**src/rtl/xm_debug_port.sv**
```systemverilog
// Debugger-facing responder: halts the core at instruction boundaries, runs single steps,
// and services debug register-file and memory accesses on the shared memory bus.
module xm_debug_port #(
  parameter int unsigned AW = 16,
  parameter int unsigned DW = 16
) (
  input  logic          clk_i,
  input  logic          arst_i,
  input  logic          debug_i,
  input  logic          regWr_i,
  input  logic [2:0]    regAddr_i,
  input  logic [DW-1:0] regData_i,
  input  logic          memEn_i,
  input  logic          memWe_i,
  input  logic [AW-1:0] memAddr_i,
  input  logic [DW-1:0] memData_i,
  output logic          cpuEn_o,
  output logic [AW-1:0] pc_o,
  output logic [DW-1:0] reg_o,
  output logic [DW-1:0] mem_o,
  output logic [15:0]   step_count_o,
  output logic          core_halt_o,
  input  logic          core_done_i,
  input  logic [AW-1:0] core_pc_i,
  input  logic          core_mem_en_i,
  input  logic          core_mem_we_i,
  input  logic [AW-1:0] core_mem_addr_i,
  input  logic [DW-1:0] core_mem_wdata_i,
  output logic          rf_we_o,
  output logic [2:0]    rf_addr_o,
  output logic [DW-1:0] rf_wdata_o,
  input  logic [DW-1:0] rf_rdata_i,
  output logic          mem_en_o,
  output logic          mem_we_o,
  output logic [AW-1:0] mem_addr_o,
  output logic [DW-1:0] mem_wdata_o,
  input  logic [DW-1:0] mem_rdata_i,
  input  logic          mem_ready_i
);

  typedef enum logic [1:0] {StHalted, StStep, StMemRd, StMemWr} state_e;

  state_e        state_q;
  logic          cpu_en_q;
  logic          core_halt_q;
  logic          wr_pend_q;
  logic          step_pend_q;
  logic [DW-1:0] mem_q;
  logic [15:0]   step_count_q;
  logic [AW-1:0] wr_addr_q;
  logic [DW-1:0] wr_data_q;
  logic          wr_strobe;

  assign wr_strobe = memEn_i & memWe_i;

  always_ff @(posedge clk_i or posedge arst_i) begin
    if (arst_i) begin
      state_q      <= StHalted;
      cpu_en_q     <= 1'b0;
      core_halt_q  <= 1'b1;
      wr_pend_q    <= 1'b0;
      step_pend_q  <= 1'b0;
      mem_q        <= '0;
      step_count_q <= '0;
      wr_addr_q    <= '0;
      wr_data_q    <= '0;
    end else begin
      unique case (state_q)
        StHalted: begin
          if (step_pend_q || !debug_i) begin
            state_q     <= StStep;
            cpu_en_q    <= 1'b1;
            core_halt_q <= 1'b0;
            step_pend_q <= 1'b0;
            // A write strobe coinciding with the step must not be dropped.
            if (wr_strobe) begin
              wr_pend_q <= 1'b1;
              wr_addr_q <= memAddr_i;
              wr_data_q <= memData_i;
            end
          end else if (wr_pend_q || wr_strobe) begin
            state_q   <= StMemWr;
            wr_pend_q <= 1'b1;
            if (wr_strobe) begin
              wr_addr_q <= memAddr_i;
              wr_data_q <= memData_i;
            end
          end else if (memEn_i) begin
            state_q <= StMemRd;
          end
        end
        StStep: begin
          if (wr_strobe) begin
            wr_pend_q <= 1'b1;
            wr_addr_q <= memAddr_i;
            wr_data_q <= memData_i;
          end
          if (core_done_i) begin
            state_q      <= StHalted;
            cpu_en_q     <= 1'b0;
            core_halt_q  <= 1'b1;
            step_count_q <= step_count_q + 16'd1;
          end
        end
        StMemRd: begin
          if (wr_strobe) begin
            wr_pend_q <= 1'b1;
            wr_addr_q <= memAddr_i;
            wr_data_q <= memData_i;
          end
          if (!debug_i) step_pend_q <= 1'b1;
          if (mem_ready_i) begin
            mem_q   <= mem_rdata_i;
            state_q <= StHalted;
          end
        end
        StMemWr: begin
          if (!debug_i) step_pend_q <= 1'b1;
          if (mem_ready_i) begin
            wr_pend_q <= 1'b0;
            state_q   <= StHalted;
          end
        end
        default: state_q <= StHalted;
      endcase
    end
  end

  // Bus ownership follows the state; the read address tracks memAddr_i live.
  always_comb begin
    mem_en_o    = 1'b0;
    mem_we_o    = 1'b0;
    mem_addr_o  = '0;
    mem_wdata_o = '0;
    unique case (state_q)
      StStep: begin
        mem_en_o    = core_mem_en_i;
        mem_we_o    = core_mem_we_i;
        mem_addr_o  = core_mem_addr_i;
        mem_wdata_o = core_mem_wdata_i;
      end
      StMemRd: begin
        mem_en_o   = 1'b1;
        mem_addr_o = memAddr_i;
      end
      StMemWr: begin
        mem_en_o    = 1'b1;
        mem_we_o    = 1'b1;
        mem_addr_o  = wr_addr_q;
        mem_wdata_o = wr_data_q;
      end
      default: ;
    endcase
  end

  assign rf_we_o      = regWr_i & (state_q != StStep);
  assign rf_addr_o    = regAddr_i;
  assign rf_wdata_o   = regData_i;
  assign reg_o        = rf_rdata_i;
  assign pc_o         = core_pc_i;
  assign cpuEn_o      = cpu_en_q;
  assign core_halt_o  = core_halt_q;
  assign mem_o        = mem_q;
  assign step_count_o = step_count_q;

endmodule

```
**config.mk**
```make
export PLATFORM = sky130hd
export DESIGN_NAME = xm_debug_port
export DESIGN_NICKNAME = d
export VERILOG_FILES = /design/src/rtl/xm_debug_port.sv
export SDC_FILE = /design/constraint.sdc
export NUM_CORES = 1
export LEC_CHECK = 0
export BUFFER_PORTS_ARGS = -buffer_cell sky130_fd_sc_hd__buf_2
export CAP_MARGIN = 20
export CORE_MARGIN = 8
export CORE_UTILIZATION = 36
export DETAILED_ROUTE_END_ITERATION = 16
export GPL_ROUTABILITY_DRIVEN = 0
export PLACE_DENSITY = 0.82
export SLEW_MARGIN = 20
export SYNTH_ARGS = -nofsm -noshare
export SYNTH_HDL_FRONTEND = slang
export SYNTH_SLANG_ARGS = --single-unit
export TNS_END_PERCENT = 10
```
**constraint.sdc**
```tcl
create_clock -name clk_i -period 2.1 [get_ports clk_i]
set_input_delay 0 -clock clk_i [delete_from_list [all_inputs] [get_ports clk_i]]
set_output_delay 0 -clock clk_i [all_outputs]
set_load 0.02 [all_outputs]
```
* Word-level counts from Yosys, hierarchy flattened
Index checks and enable logic that the tools add are counted.
Word-level totals: bits in registers 70, logic and storage cells 70, input port bits 141, output and inout bits 120
Operators by class: reductions and logical operators 16, bitwise operators 2, mux-type cells 31, add/subtract/negate cells 1, equal/unequal tests 11
Operators by type and width (count):
- 2-to-1 mux 16 bit | 6
- case mux 16 bit (2 select lines) | 3
- case mux 16 bit (3 select lines) | 1
- adder 16 x 1 -> 16 bit, second input constant | 1
- 2-to-1 mux 2 bit | 5
- case mux 1 bit (2 select lines) | 5
- 2-to-1 mux 1 bit | 9
- AND reduction 3 bit | 3
- inequality test 2 bit, second input constant | 4
- AND reduction 2 bit | 4
- case mux 2 bit (3 select lines) | 1
- nonzero test 2 bit | 3
- equality test 2 bit, second input constant | 2
- inequality test 2 x 1 -> 1 bit, second input constant | 2
- inequality test 4 bit, second input constant | 1
- OR reduction 2 bit | 2
- inequality test 3 bit, second input constant | 1
- case mux 1 bit (3 select lines) | 1
- AND 1 bit | 2
- equality test 2 x 1 -> 1 bit, second input constant | 1
- zero test 2 bit | 1
- logical OR 1 bit | 2
- zero test 1 bit | 1

* Depth between registers and ports, before layout
depth in word-level cells 5, gate-level depth with buffers 7, gate-level depth less buffers 6

* Worst setup path before layout
No wires, ideal clock.
path kind register to register, from register state_q[0], to register wr_addr_q[0], slack 0.373 ns, library setup time 0.125 ns, path buffers 1, data required time 1.975 ns, period minus slack after synthesis 1.727 ns, arrival time 1.603 ns, cell stages (with the launch flop) 6, cells stage by stage dfrtp_1 > inv_1 > ha_1 > o211ai_2 > buf_2 > mux2_2
Between the ends: word-level cells in the longest chain between the ends 4, elaborated cells between the ends (all ways) 8, those cells by class eq/ne (3); mux (1); reduce/logical (4)
Ends and longest elaborated chain:
- start: declaration | line 43 | state_e state_q;
- start signal: assignment | line 58 | state_q <= StHalted;
- start signal: assignment | line 71 | state_q <= StStep;
- start signal: assignment | line 82 | state_q <= StMemWr;
- equality test 2 x 1 -> 1 bit or equality test 2 bit (tied branches) | line 68 | unique case (state_q)
- OR reduction 2 bit (no line)
- nonzero test 2 bit (no line)
- AND reduction 2 bit (no line)
- end signal: assignment | line 78 | wr_addr_q <= memAddr_i;
- end signal: assignment | line 85 | wr_addr_q <= memAddr_i;
- end signal: assignment | line 95 | wr_addr_q <= memAddr_i;
- end: declaration | line 50 | logic [AW-1:0] wr_addr_q;
Parallel ways exist; a longest one is shown, timed or not. A chain may end at the register's enable or synchronous reset.

* Final worst setup path
from register state_q[0], to output port mem_addr_o[10]
Between the ends: word-level cells in the longest chain between the ends 2, elaborated cells between the ends (all ways) 4, those cells by class eq/ne (3); mux (1)
Ends and longest elaborated chain:
- equality test 2 bit or equality test 2 x 1 -> 1 bit (tied branches) | line 135 | unique case (state_q)
- case mux 16 bit (3 select lines) * | line 135
- end: declaration | line 35 | output logic [AW-1:0] mem_addr_o,
Every way passes the cells marked *; elsewhere a longest branch is shown, timed or not.

==> impl_results.md <==
- Max FO, Critical Path: 31
- Post-DRT Antenna Nets: 0
- CTS tree: done
- Lkg Pwr: 0.00247 µW
- Clk pwr share: 16.5%
- Hold_ws: 0.00000777 ns
- Final wirelength: 11.1 mm
- Synthesized cell area: 0.00371 mm²
- Sequential Power Share: 34.9%
- CP startpoint: state_q[0]$_DFFE_PP0P_
- Die area: 0.0138 mm²
- First-pass GRT wire length: 17.9 mm
- Most frequent cells in the layout: 158 x buf_2, 68 x dfrtp_1, 50 x mux2_2, 50 x dlygate4sd3_1, 22 x nor2_1
- DRC Markers: 0
- Critical path class: flop to output port
- Min-delay src: rf_rdata_i[11]
- CTS Buf Count: 9
- FF-to-FF Start: state_q[0]$_DFFE_PP0P_
- End of the worst hold path: reg_o[11]
- Synth top area share: 46.5%
- Die height: 118 µm
- Relative slew slack: 68.3%
- Vias in the first global route: 3510
- Final Max Slew Viols: 0
- Pin count of the biggest net entering global routing: 40
- Layout Area Growth over Synthesis: 34.8%
- Min Clock Period, post-route: 2.00 ns
- Async SR Flop Fraction: 100%
- Post-Layout Cell Count: 621
- Skew final: 0.0155 ns
- WP data required: 2.10 ns
- Sequential cell area fraction in the yosys report: 47.2%
- Drt wl/cell: 17.8 µm
- Syn_nets: 468
- Worst-case clock buffer depth: 2
- Total power draw: 6580 µW
- Final nets: 627
- CTS root buffer: clkbuf_8
- Worst slew pin tran: 0.475 ns
- Port Buffers: 158
- Synth Flop Type: dfrtp_1
- Synth warn: 0
- DR pass1 iterations: 6
- Via-per-instance ratio: 4.94
- Starting Density: 36.4%
- Worst r2r dst: wr_data_q[9]$_DFFE_PP0P_
- R2R depth: 5
- Status: completed
- Number of H-tree levels: 3
- CTS sink count: 70
- Sw Pwr: 2780 µW
- Final HPWL DP: 7.93 mm
- FMAX: 499 MHz
- Worst hold path depth: 0
- Hold/Removal Path Class: input pin to output port
- Most common cell after layout, fill and taps aside: buf_2
- Mapped Cells: 320
- Final worst-path cycle share: 95.4%
- Gr usage total: 15.9%
- Post-synth EDFFs: 0
- # placed instances: 554
- Initial antenna violation count: 1
- CP endpoint kind: output port
- Total grt overflow: 0
- Synth top area cells: dfrtp_1 47%, mux2_2 15%, buf_4 10%
- Final hold violations: 0
- Die Wd: 118 µm
- Netlist cell types: 35
- Clock-pin slew on the worst setup and hold paths: 0.10 ns
- Setup_tns: 0 ns
- PD cells: 1320 mW/mm²
- Unrepaired setup endpoints after global routing: no
- DR iter-0 viols: 119
- Sw Share: 42.3%
- Int Power: 3800 µW
- Max-Cap Viols: 0
- CORE AREA: 0.0102 mm²
- Data arrival, critical path: 2.00 ns
- Combinational power share: 48.6%
- # rows: 37
- Fraction of layout instances using a drive strength above 1: 49.6%
- Cell taking the most area after synthesis: dfrtp_1
- Worst vdd ir: 0.574 mV
- Startpoint types: flop
- Setup Viol. Count Final: 0
- DR vias: 3070
- Clk Latency, worst-skew pair: 0.35 ns
- Flop2flop setup slack: 0.24 ns
- #FFs+latches synth: 70
- I/O pin count: 261
- Avg Cell Area, Syn: 11.6 µm²
how the worst max path moves through the flow:
stage                                           end  slack [ns]  cells past startpoint
after floorplan                 cpuEn_o$_DFFE_PP0P_        0.33                      1
after global placement    wr_data_q[12]$_DFFE_PP0P_        0.35                      5
after detailed placement  wr_data_q[14]$_DFFE_PP0P_        0.25                      5
after CTS                            mem_addr_o[10]        0.05                      6
after global routing                 mem_addr_o[10]        0.02                      5
final                                mem_addr_o[10]         0.1                      5
power groups by stage:
stage,Sequential (µW),Combinational (µW),Clock [µW]
floorplan,2510,2020,0
global placement,2260,3040,0
detailed placement,2300,3140,0
CTS,2280,3210,1140
global route,2350,3440,1200
finish,2300,3200,1090
Yosys cell counts, types with 3 or more instances:
master	instances
ha_1	7
nand3_1	7
xnor2_1	13
nand2_1	11
nor2_1	22
mux2_2	50
dfrtp_1	69
nor2b_1	3
a22o_1	15
a21oi_1	10
inv_1	4
clkbuf_1	8
buf_4	51
a222oi_1	16
buf_2	7
logic make-up after synthesis:
logic type	Yosys count	synth area share, %
AO/OA/AOI/OAI	48	10.8
XOR/XNOR	15	3.54
adder cells (fa/ha/maj)	7	2.36
buffers and inverters	71	12.8
flip-flops	70	47.2
multiplexers	51	15.4
AND/OR/NAND/NOR	58	7.89
critical path: stages (launching register included):
cell and delay, ns:
dfrtp_1 0.44, ha_1 0.24, buf_4 0.26, a222oi_1 0.45
nor2_1 0.09, buf_2 0.17
sequential cells by signal, indices dropped and copies added, names as in the netlist:
signal,count
mem_o,16
step_count_o,16
wr_addr_q,16
wr_data_q,16
state_q,2
core_halt_o,1
cpuEn_o,1
step_pend_q,1
wr_pend_q,1
through the flow:
stage	area (µm²)	util (%)	worst slack (ns)
2_1_floorplan	3710	-	0.333
6_report	5000	49.1	0.0963
3_3_place_gp	4300	42.2	0.346
5_1_grt	5000	49.1	0.0156
4_1_cts	5000	49.1	0.0543
3_5_place_dp	4300	42.2	0.253
repair_timing:
item / CTS / global route
buffers inserted: 0 / 0
hold endpoints to repair: 120 / 0
endpoints found under the setup margin: 0 / 3
hold buffers: 50 / 0
gates resized for setup: 0 / 1
area by class of cell:
cell class,instances,area (µm²)
antenna,1,2.50
clock buffer,9,124
clock inverter,7,75.1
fill,908,5180
inverter,4,15.0
multi-input combinational,179,1490
sequential,70,1750
tap,136,170
timing repair buffer,215,1370
per-layer routing:
layer  share of wire, %  vias up  GRT usage (%)
met1                 37     1451           15.7
li1                   -     1413              -
met2                 51      164           28.7
met3                8.6       42           5.66
met4                3.3        0           8.49
met5                  0        -              0
Note: power is estimated with default switching activity, not from simulation.
